===== config.mk =====
export PLATFORM = sky130hd
export DESIGN_NAME = pipeline_hazard_ctrl
export DESIGN_NICKNAME = d
export VERILOG_FILES = /design/src/rtl/ppcpu_pkg.sv /design/src/rtl/sat_counter16.sv /design/src/rtl/pipeline_hazard_ctrl.sv
export SDC_FILE = /design/constraint.sdc
export NUM_CORES = 1
export LEC_CHECK = 0
export CAP_MARGIN = 40
export CORE_MARGIN = 2
export CORE_UTILIZATION = 40
export CTS_CLUSTER_SIZE = 24
export DETAILED_ROUTE_END_ITERATION = 10
export GPL_ROUTABILITY_DRIVEN = 0
export PLACE_DENSITY_LB_ADDON = 0.08
export SYNTH_ARGS = -nofsm -noshare
export SYNTH_HDL_FRONTEND = slang
export SYNTH_SLANG_ARGS = --single-unit

===== constraint.sdc =====
create_clock -name CLK -period 2.9 [get_ports CLK]
set_clock_uncertainty 0.05 [all_clocks]
set_input_delay 0.58 -clock CLK [delete_from_list [all_inputs] [get_ports CLK]]
set_output_delay 0.58 -clock CLK [all_outputs]
set_load 0.1 [all_outputs]

===== src/rtl/ppcpu_pkg.sv =====
// Shared types and encodings for the pipelined CPU hazard logic.
// Latency: n/a (types, constants and a combinational helper only).
// Backpressure: n/a.
package ppcpu_pkg;

  localparam logic [4:0] REG_ZERO = 5'd0;

  // EX operand source selects
  localparam logic [1:0] FWD_REG = 2'b00;
  localparam logic [1:0] FWD_MEM = 2'b01;
  localparam logic [1:0] FWD_WB  = 2'b10;

  // One in-flight register writer tracked by the scoreboard
  typedef struct packed {
    logic       vld;
    logic [4:0] dst;
    logic       memtoreg;
  } slot_t;

  localparam slot_t SLOT_BUBBLE = '0;

  // A used source hits a slot when the slot is valid and writes that register;
  // load_only further restricts the hit to slots whose result comes from memory.
  function automatic logic slot_hit(slot_t s, logic use_src, logic [4:0] src,
                                    logic load_only);
    return use_src && s.vld && (s.dst == src) && (!load_only || s.memtoreg);
  endfunction

endpackage


===== src/rtl/sat_counter16.sv =====
// 16-bit event counter that sticks at all-ones instead of wrapping.
// Latency: count reflects an enabled cycle after the next rising edge.
// Backpressure: none; increments whenever inc_en is high.
module sat_counter16 (
  input  logic        clk,
  input  logic        rst_n,
  input  logic        inc_en,
  output logic [15:0] cnt
);

  // Count enabled cycles, holding at the maximum value
  always_ff @(posedge clk or negedge rst_n) begin
    if (!rst_n) begin
      cnt <= 16'd0;
    end else if (inc_en && (cnt != 16'hFFFF)) begin
      cnt <= cnt + 16'd1;
    end
  end

endmodule


===== src/rtl/pipeline_hazard_ctrl.sv =====
// RAW interlock, branch flush and optional forwarding control for the 5-stage CPU (forwarding under PPCPU_FWD_EN).
// Latency: stall/flush/id_byp combinational same cycle; ex_fwd registered, valid when the reader is in EX.
// Backpressure: a stall freezes PC and IF/ID and bubbles ID/EX; a MEM-resolved branch flushes IF/ID, ID/EX, EX/MEM.
module pipeline_hazard_ctrl
  import ppcpu_pkg::*;
(
  input  logic        CLK,
  input  logic        RSTn,
  input  logic [4:0]  id_rs,
  input  logic [4:0]  id_rt,
  input  logic        id_use_rs,
  input  logic        id_use_rt,
  input  logic [4:0]  id_rd,
  input  logic        id_regdst,
  input  logic        id_regwr,
  input  logic        id_memtoreg,
  input  logic        m_pcsrc,
  output logic        pc_we,
  output logic        ifid_we,
  output logic        ifid_flush,
  output logic        idex_flush,
  output logic        exmem_flush,
  output logic        id_byp_a,
  output logic        id_byp_b,
  output logic [1:0]  ex_fwd_a,
  output logic [1:0]  ex_fwd_b,
  output logic [15:0] stall_cnt,
  output logic [15:0] flush_cnt
);

  slot_t      id_slot;
  slot_t      e_slot;
  slot_t      m_slot;
  slot_t      w_slot;
  logic [4:0] id_dst;
  logic       hit_e_a, hit_m_a, hit_w_a;
  logic       hit_e_b, hit_m_b, hit_w_b;
  logic       stall_raw;
  logic       flush;
  logic       stall;

  // Build the scoreboard entry for the instruction in ID; writes to $0 are not tracked
  always_comb begin
    id_dst           = id_regdst ? id_rd : id_rt;
    id_slot.vld      = id_regwr && (id_dst != REG_ZERO);
    id_slot.dst      = id_dst;
    id_slot.memtoreg = id_memtoreg;
  end

  assign hit_e_a = slot_hit(e_slot, id_use_rs, id_rs, 1'b0);
  assign hit_m_a = slot_hit(m_slot, id_use_rs, id_rs, 1'b0);
  assign hit_w_a = slot_hit(w_slot, id_use_rs, id_rs, 1'b0);
  assign hit_e_b = slot_hit(e_slot, id_use_rt, id_rt, 1'b0);
  assign hit_m_b = slot_hit(m_slot, id_use_rt, id_rt, 1'b0);
  assign hit_w_b = slot_hit(w_slot, id_use_rt, id_rt, 1'b0);

`ifdef PPCPU_FWD_EN
  // Only a load still in EX cannot be forwarded in time
  assign stall_raw = slot_hit(e_slot, id_use_rs, id_rs, 1'b1) |
                     slot_hit(e_slot, id_use_rt, id_rt, 1'b1);
  // The register file is written at the edge, so a W producer is bypassed in ID
  assign id_byp_a  = hit_w_a;
  assign id_byp_b  = hit_w_b;
`else
  // Any in-flight writer of a used source blocks the read until it has retired
  assign stall_raw = hit_e_a | hit_m_a | hit_w_a | hit_e_b | hit_m_b | hit_w_b;
  assign id_byp_a  = 1'b0;
  assign id_byp_b  = 1'b0;
`endif

  assign flush = m_pcsrc;
  assign stall = stall_raw && !flush;

  // Pipeline-register controls: a flush reloads PC with the target and kills the younger stages
  always_comb begin
    pc_we       = !stall;
    ifid_we     = !stall;
    ifid_flush  = flush;
    idex_flush  = flush || stall_raw;
    exmem_flush = flush;
  end

  // Advance the scoreboard; the branch in M survives into W, younger slots are killed
  always_ff @(posedge CLK or negedge RSTn) begin
    if (!RSTn) begin
      e_slot <= SLOT_BUBBLE;
      m_slot <= SLOT_BUBBLE;
      w_slot <= SLOT_BUBBLE;
    end else begin
      w_slot <= m_slot;
      m_slot <= flush ? SLOT_BUBBLE : e_slot;
      e_slot <= (flush || stall_raw) ? SLOT_BUBBLE : id_slot;
    end
  end

`ifdef PPCPU_FWD_EN
  // Capture EX operand selects as the reader moves to EX; a bubble entering EX gets register selects
  always_ff @(posedge CLK or negedge RSTn) begin
    if (!RSTn) begin
      ex_fwd_a <= FWD_REG;
      ex_fwd_b <= FWD_REG;
    end else if (flush || stall_raw) begin
      ex_fwd_a <= FWD_REG;
      ex_fwd_b <= FWD_REG;
    end else begin
      ex_fwd_a <= hit_e_a ? FWD_MEM : (hit_m_a ? FWD_WB : FWD_REG);
      ex_fwd_b <= hit_e_b ? FWD_MEM : (hit_m_b ? FWD_WB : FWD_REG);
    end
  end
`else
  assign ex_fwd_a = FWD_REG;
  assign ex_fwd_b = FWD_REG;
`endif

  sat_counter16 u_stall_cnt (
    .clk    (CLK),
    .rst_n  (RSTn),
    .inc_en (stall),
    .cnt    (stall_cnt)
  );

  sat_counter16 u_flush_cnt (
    .clk    (CLK),
    .rst_n  (RSTn),
    .inc_en (flush),
    .cnt    (flush_cnt)
  );

endmodule


==> impl_results.md, run 1 <==
* Status: finished, final reports clean
* Crit path time final at 2.73 ns
* Worst IR Drop VDD at 0.623 mV
* Crit Reg-Reg Endpoint: u_flush_cnt.cnt[15]
* CTS tree: built
* Slew headroom at 57.2%
* Crit Path Category: input pin to output pin
* Wirelength per Cell at 13.3 um
* Vias in the first global route at 1,941
* Root Driver: clkbuf_8
* Mux share of post-synthesis cell area at 2.86%
* FF+latch count, synth at 50
* GRT Total Usage at 16.0%
* Power per cell area at 630 mW/mm^2
* DIE HEIGHT at 83.7 um
* RSZ-0062 raised after global routing: no
* Flop2flop setup slack at 0.77 ns
* 1st-iter DRT viols at 66
* Placed cells at 380
* PortBufs at 58
* Skew-Pair Late Insertion Delay at 0.30 ns
* Fin worst setup slack at 0.167 ns
* Num CTS Buffers at 5
* Count of final setup violators at 0
* Main combinational cell family by area after synthesis: XOR/XNOR gates
* Lkg Pwr at 0.00150 uW
* Worst r2r src: u_flush_cnt.cnt[5]
* Initial antenna violation count at 0
* Critical Path Sink: idex_flush
* # IOs at 66
* Max Slew Vio Count at 0
* Hold_buf cts at 0
* Fill count at 607
* Antenna-violating nets left at 0
* Final hold violations at 0
* Number of diodes at 0
* CTS H-Tree Depth at 2
* Required time of the critical path at 2.27 ns
* Number of max-cap violations at 0
* Placeable Area at 0.00624 mm^2
* Worst Hold Class: input pin to async pin
* Arrival @ worst endpoint at 2.10 ns
* Post-Synth XOR/XNOR Area at 20.0%
* Final wirelength at 5180 um
* Setup_tns at 0 ns
* Adder-Cell Fraction of Synth Area at 0.985%
* CP startpoint: id_rt[4]
* Synth Instances at 243
* Finished Layout Cells at 388
* Initial Util at 40.7%
* First-pass DRT Iterations at 4
* Crit end category: output pin
* Vias at 1,890
* Number of distinct library cells after synthesis at 35
* Post-DP HPWL at 4050 um
* Clock slew seen by the registers of the worst setup and hold paths at 0.09 ns
* Post-CTS Setup Inserts at 0
* Core Util, Final at 52.7%
* DIE WIDTH at 83.7 um
* Compound-gate portion of the synthesized area at 2.22%
* Site Rows at 29
* Die Area at 0.00701 mm^2
* First-pass GRT wire length at 9090 um
* YS warnings at 0
* Simple-Gate Fraction of Synth Area at 19.7%
* Crit-path max FO at 5
* Place WS at -0.137 ns
* Setup crit start kind: input pin
* FMAX at 366 MHz
* Pin count of the biggest net entering global routing at 29
* Post-Synthesis Cell Area at 0.00254 mm^2
* NumNets Final at 335
* Layout cells sized above 1 at 20.9%
* Clk buf depth at 2
* Worst R2R Path Depth at 6
* Total gr overflow at 0
* Syn Area/Cell at 10.5 um^2
* Clock sinks at 50
* Final routed DRC violation total at 0
* Vias/cell at 4.87
* Sequential-to-total area share from yosys stat at 49.2%
* Final cycle utilization of the critical path at 94.2%
* Layout Area Growth over Synthesis at 29.5%
* Least-Margin Pin Slew at 0.636 ns
## synth_stat cells, drive strengths merged
library cell | count | area, um^2
mux2 | 2 | 22.5
clkbuf | 3 | 12.5
inv | 5 | 18.8
o31ai | 2 | 15.0
and2 | 2 | 12.5
nor2b | 6 | 37.5
o21a | 1 | 7.51
or2 | 2 | 12.5
buf | 13 | 92.6
dfrtp | 50 | 1250
nand3 | 20 | 100
o22ai | 3 | 18.8
and4b | 1 | 10.0
ha | 2 | 25.0
nand2 | 18 | 67.6
nor3 | 5 | 25.0
mux2i | 5 | 50.1
or3 | 1 | 6.26
nand4 | 15 | 93.8
nand2b | 1 | 6.26
xnor2 | 52 | 455
and3 | 5 | 31.3
conb | 1 | 3.75
a311oi | 1 | 15.0
xor2 | 6 | 52.6
nor2 | 16 | 60.1
and4 | 1 | 8.76
nor4 | 1 | 6.26
nand3b | 2 | 15.0
or4 | 1 | 7.51
## worst min path at each step
stage / end / slack (ns) / cells after the start
floorplan: e_slot[1] / 0.23 / 0
global placement: w_slot[6] / 0.36 / 0
detailed placement: w_slot[6] / 0.36 / 0
CTS: u_stall_cnt.cnt[10] / 0.25 / 1
global route: u_stall_cnt.cnt[10] / 0.27 / 1
finish: u_stall_cnt.cnt[10] / 0.23 / 1
## registers in the layout, indices dropped and copies added (netlist names)
register / count
e_slot: 6
m_slot: 6
u_flush_cnt.cnt: 16
u_stall_cnt.cnt: 16
w_slot: 6
## timing repair
action                                 4_1_cts  5_1_grt
resized for setup                           10        1
setup endpoints to repair                    3        3
gates cloned                                 0        0
endpoints found under the hold margin        0        0
## critical path: stages
cell and delay (ns):
dlygate4sd2_1 0.32, xnor2_1 0.17, nand4_1 0.10, o22ai_1 0.09, or3_1 0.39, or2_4 0.27, buf_12 0.17
## stage by stage
stage                     area (um^2)  total power (uW)  hold WS, ns
after CTS                        3290              2100        0.250
after floorplan                  2570              1480        0.234
after global routing             3290              2180        0.272
after detailed placement         3200              1680        0.363
final                            3290              2070        0.230
after global placement           3200              1670        0.362
## layout make-up
type | count | area [um^2] | share of cell area (%)
Sequential cell | 50 | 1250 | 38.0
Multi-Input combinational cell | 177 | 1190 | 36.3
Clock buffer | 6 | 82.6 | 2.51
Timing Repair Buffer | 71 | 634 | 19.3
Tap cell | 77 | 96.3 | 2.93
Inverter | 5 | 18.8 | 0.570
Clock inverter | 2 | 12.5 | 0.380
## cells in the final DEF, fill, tap and decap left out, types with 6 or more instances in the layout
master and instances:
buf_4 45, clkbuf_8 6, clkdlybuf4s50_1 10, conb_1 6, dfrtp_1 50, dlygate4sd2_1 9, nand2_1 18, nand3_1 20
nand4_1 15, nor2_1 16, nor2b_1 6, xnor2_1 52, xor2_1 6
## layer usage
metal / track usage (%) / share of wire [%] / vias to the layer above
met5: 0 / 0 / -
met4: 4.40 / 0.56 / 0
met1: 21.4 / 46 / 918
li1: - / - / 930
met3: 3.56 / 4.0 / 2
met2: 26.3 / 50 / 40
## logic make-up (layout without fill, tap and decap cells)
family / count (synthesis) / after routing
and+or+nand+nor: 97 / 97
xor gates and xnor gates: 58 / 58
DFF: 50 / 50
buffers and inverters: 21 / 84
AOI/OAI and AO/OA: 7 / 7
muxes: 7 / 7
adders and majority gates: 2 / 2
other: 1 / 6
## where the power goes
group / internal, uW / total [uW] / switching, uW
Combinational: 201 / 801 / 600
Clock: 192 / 419 / 227
Sequential: 767 / 852 / 85.3
Power figures use the tool's default switching activity.
==> run 2: changes to the inputs <==
--- a/config.mk
+++ b/config.mk
@@ -11,7 +11,7 @@
 export CTS_CLUSTER_SIZE = 24
 export DETAILED_ROUTE_END_ITERATION = 10
 export GPL_ROUTABILITY_DRIVEN = 0
-export PLACE_DENSITY_LB_ADDON = 0.08
+export PLACE_DENSITY = 0.69
 export SYNTH_ARGS = -nofsm -noshare
 export SYNTH_HDL_FRONTEND = slang
 export SYNTH_SLANG_ARGS = --single-unit
==> impl_results.md, run 2 (same netlist as run 1, synthesis figures left out) <==
* Final hold violations at 0 (unchanged)
* Final wirelength at 5190 um (was 5180 um)
* Post-DP HPWL at 3880 um (was 4050 um)
* Initial Util at 40.7% (unchanged)
* DIE HEIGHT at 83.7 um (unchanged)
* Lkg Pwr at 0.00148 uW (was 0.00150 uW)
* NumNets Final at 335 (unchanged)
* 1st-iter DRT viols at 71 (was 66)
* Power per cell area at 625 mW/mm^2 (was 630 mW/mm^2)
* Post-layout instance area at 0.00327 mm^2 (was 0.00329 mm^2)
* Final routed DRC violation total at 0 (unchanged)
* First-pass DRT Iterations at 5 (was 4)
* Commonest non-fill, non-tap cell in the layout: xnor2_1 (unchanged)
* Final cycle utilization of the critical path at 95.0% (was 94.2%)
* Worst IR Drop VDD at 0.586 mV (was 0.623 mV)
* Clock sinks at 50 (unchanged)
* Required time of the critical path at 2.27 ns (about the same)
* CP startpoint: id_rt[2] (was id_rt[4])
* # IOs at 66 (unchanged)
* Wirelength per Cell at 13.4 um (was 13.3 um)
* Most frequent cells in the layout: xnor2_1 (52), dfrtp_1 (50), buf_4 (45) (unchanged)
* Count of final setup violators at 0 (unchanged)
* CP Cell Sequence: dlygate4sd2_1, xnor2_1, nand4_1, o22ai_1, or3_1, or2_1, buf_12 (was dlygate4sd2_1, xnor2_1, nand4_1, o22ai_1, or3_1, or2_4, buf_12)
* Die Area at 0.00701 mm^2 (unchanged)
* RSZ-0062 raised after global routing: no (unchanged)
* Layout Area Growth over Synthesis at 28.5% (was 29.5%)
* Skew-Pair Late Insertion Delay at 0.30 ns (about the same)
* CP peak stage delay at 0.39 ns (about the same)
* Footprint of the multi-input gates at 0.00119 mm^2 (about the same)
* Crit path time final at 2.76 ns (was 2.73 ns)
* Setup crit start kind: input pin (unchanged)
* Crit Path Category: input pin to output pin (unchanged)
* DIE WIDTH at 83.7 um (unchanged)
* Placeable Area at 0.00624 mm^2 (unchanged)
* Total gr overflow at 0 (unchanged)
* WP buf/inv at 2 (unchanged)
* Vias at 1,874 (was 1,890)
* Num CTS Buffers at 5 (unchanged)
* GRT Total Usage at 15.7% (was 16.0%)
* Largest registers: u_flush_cnt.cnt x16, u_stall_cnt.cnt x16 (unchanged)
* PortBufs at 58 (unchanged)
* Worst r2r src: u_stall_cnt.cnt[0] (was u_flush_cnt.cnt[5])
* Hold_buf cts at 0 (unchanged)
* CP max-delay cell: or3_1 (unchanged)
* Place WS at -0.0826 ns (was -0.137 ns)
* CTS tree: built (unchanged)
* Worst R2R Path Depth at 7 (was 6)
* Site Rows at 29 (unchanged)
* FMAX at 363 MHz (was 366 MHz)
* Flop2flop setup slack at 0.80 ns (was 0.77 ns)
* Max Slew Vio Count at 0 (unchanged)
* Antenna-violating nets left at 0 (unchanged)
* Fin worst setup slack at 0.144 ns (was 0.167 ns)
* Clk buf depth at 2 (unchanged)
* Fill count at 604 (was 607)
* Least-Margin Pin Slew at 0.633 ns (was 0.636 ns)
* Number of diodes at 0 (unchanged)
* Initial antenna violation count at 0 (unchanged)
* Clock slew seen by the registers of the worst setup and hold paths at 0.08 ns (was 0.09 ns)
* CTS H-Tree Depth at 2 (unchanged)
* DP Area at 0.00320 mm^2 (unchanged)
* Pin count of the biggest net entering global routing at 51 (was 29)
* Vias in the first global route at 1,955 (was 1,941)
* Crit end category: output pin (unchanged)
* Core Util, Final at 52.3% (was 52.7%)
* Vias/cell at 4.84 (was 4.87)
* CP delay by family, top: simple AND/OR/NAND/NOR gates (unchanged)
* Status: finished, final reports clean (unchanged)
* Arrival @ worst endpoint at 2.13 ns (was 2.10 ns)
* Crit Reg-Reg Endpoint: u_stall_cnt.cnt[1] (was u_flush_cnt.cnt[15])
* Crit-path max FO at 4 (was 5)
* Sequential Area at 0.00125 mm^2 (unchanged)
* Worst Hold Class: input pin to async pin (unchanged)
* Slew headroom at 57.8% (was 57.2%)
* First-pass GRT wire length at 8940 um (was 9090 um)
* Root Driver: clkbuf_8 (unchanged)
* Number of max-cap violations at 0 (unchanged)
* Layout cells sized above 1 at 19.7% (was 20.9%)
## run 2: changes by cell type in the layout (fill, tap and decap cells not counted)
cell / before / now
dlymetal6s2s_1: 1 / 0
clkbuf_1: 0 / 2
dlygate4sd2_1: 9 / 10
clkinv_2: 1 / 0
clkinvlp_4: 1 / 0
clkbuf_8: 6 / 5
or2_4: 1 / 0
or2_1: 0 / 1
## run 2: stage by stage
stage | std cells | hold WS (ns) | power [uW] | setup TNS, ns
2_1_floorplan | 248 | 0.234 | 1480 | 0
3_3_place_gp | 380 | 0.354 | 1670 | -0.265
3_5_place_dp | 380 | 0.367 | 1680 | -0.193
4_1_cts | 387 | 0.351 | 2070 | 0
5_1_grt | 387 | 0.390 | 2140 | 0
6_report | 387 | 0.333 | 2040 | 0
## run 2: layout make-up
class	instances	area share [%]
well taps	77	2.95
clock buffers	7	2.34
inverters	5	0.575
flip-flops and latches	50	38.3
multi-input cells	177	36.5
repair buffers	71	19.3
## run 2: routing by layer
layer / wire, um / vias up / global-route usage, %
met2: 2390 / 44 / 25.1
met5: 0 / - / 0
met4: 56 / 0 / 4.40
met3: 303 / 6 / 4.35
li1: - / 931 / -
met1: 2440 / 893 / 20.9
## run 2: worst reg2reg max path: stages, from the launching register on
cell	delay, ns
dfrtp_1	0.41
ha_1	0.18
and2_1	0.17
nand4_1	0.17
nor3_1	0.36
nor2_1	0.18
nand2_1	0.14
mux2_2	0.34
## run 2: worst max path at each step
stage / to / slack, ns / cells after the start
CTS: idex_flush / 0.14 / 6
finish: idex_flush / 0.14 / 7
detailed placement: idex_flush / -0.08 / 7
floorplan: pc_we / 0.01 / 9
global placement: idex_flush / -0.11 / 7
global route: idex_flush / 0.09 / 7
## run 2: where the power goes
group          switching [uW]  internal (uW)  total (uW)  leakage, uW
registers                86.4            767         854     0.000671
clock network             219            167         386    0.0000383
logic                     602            200         803     0.000771
total                     908           1130        2040      0.00148
## run 2: timing repair
action	CTS	global route
hold endpoints to repair	0	0
resized for setup	10	0
setup buffers	0	0
setup endpoints to repair	3	0
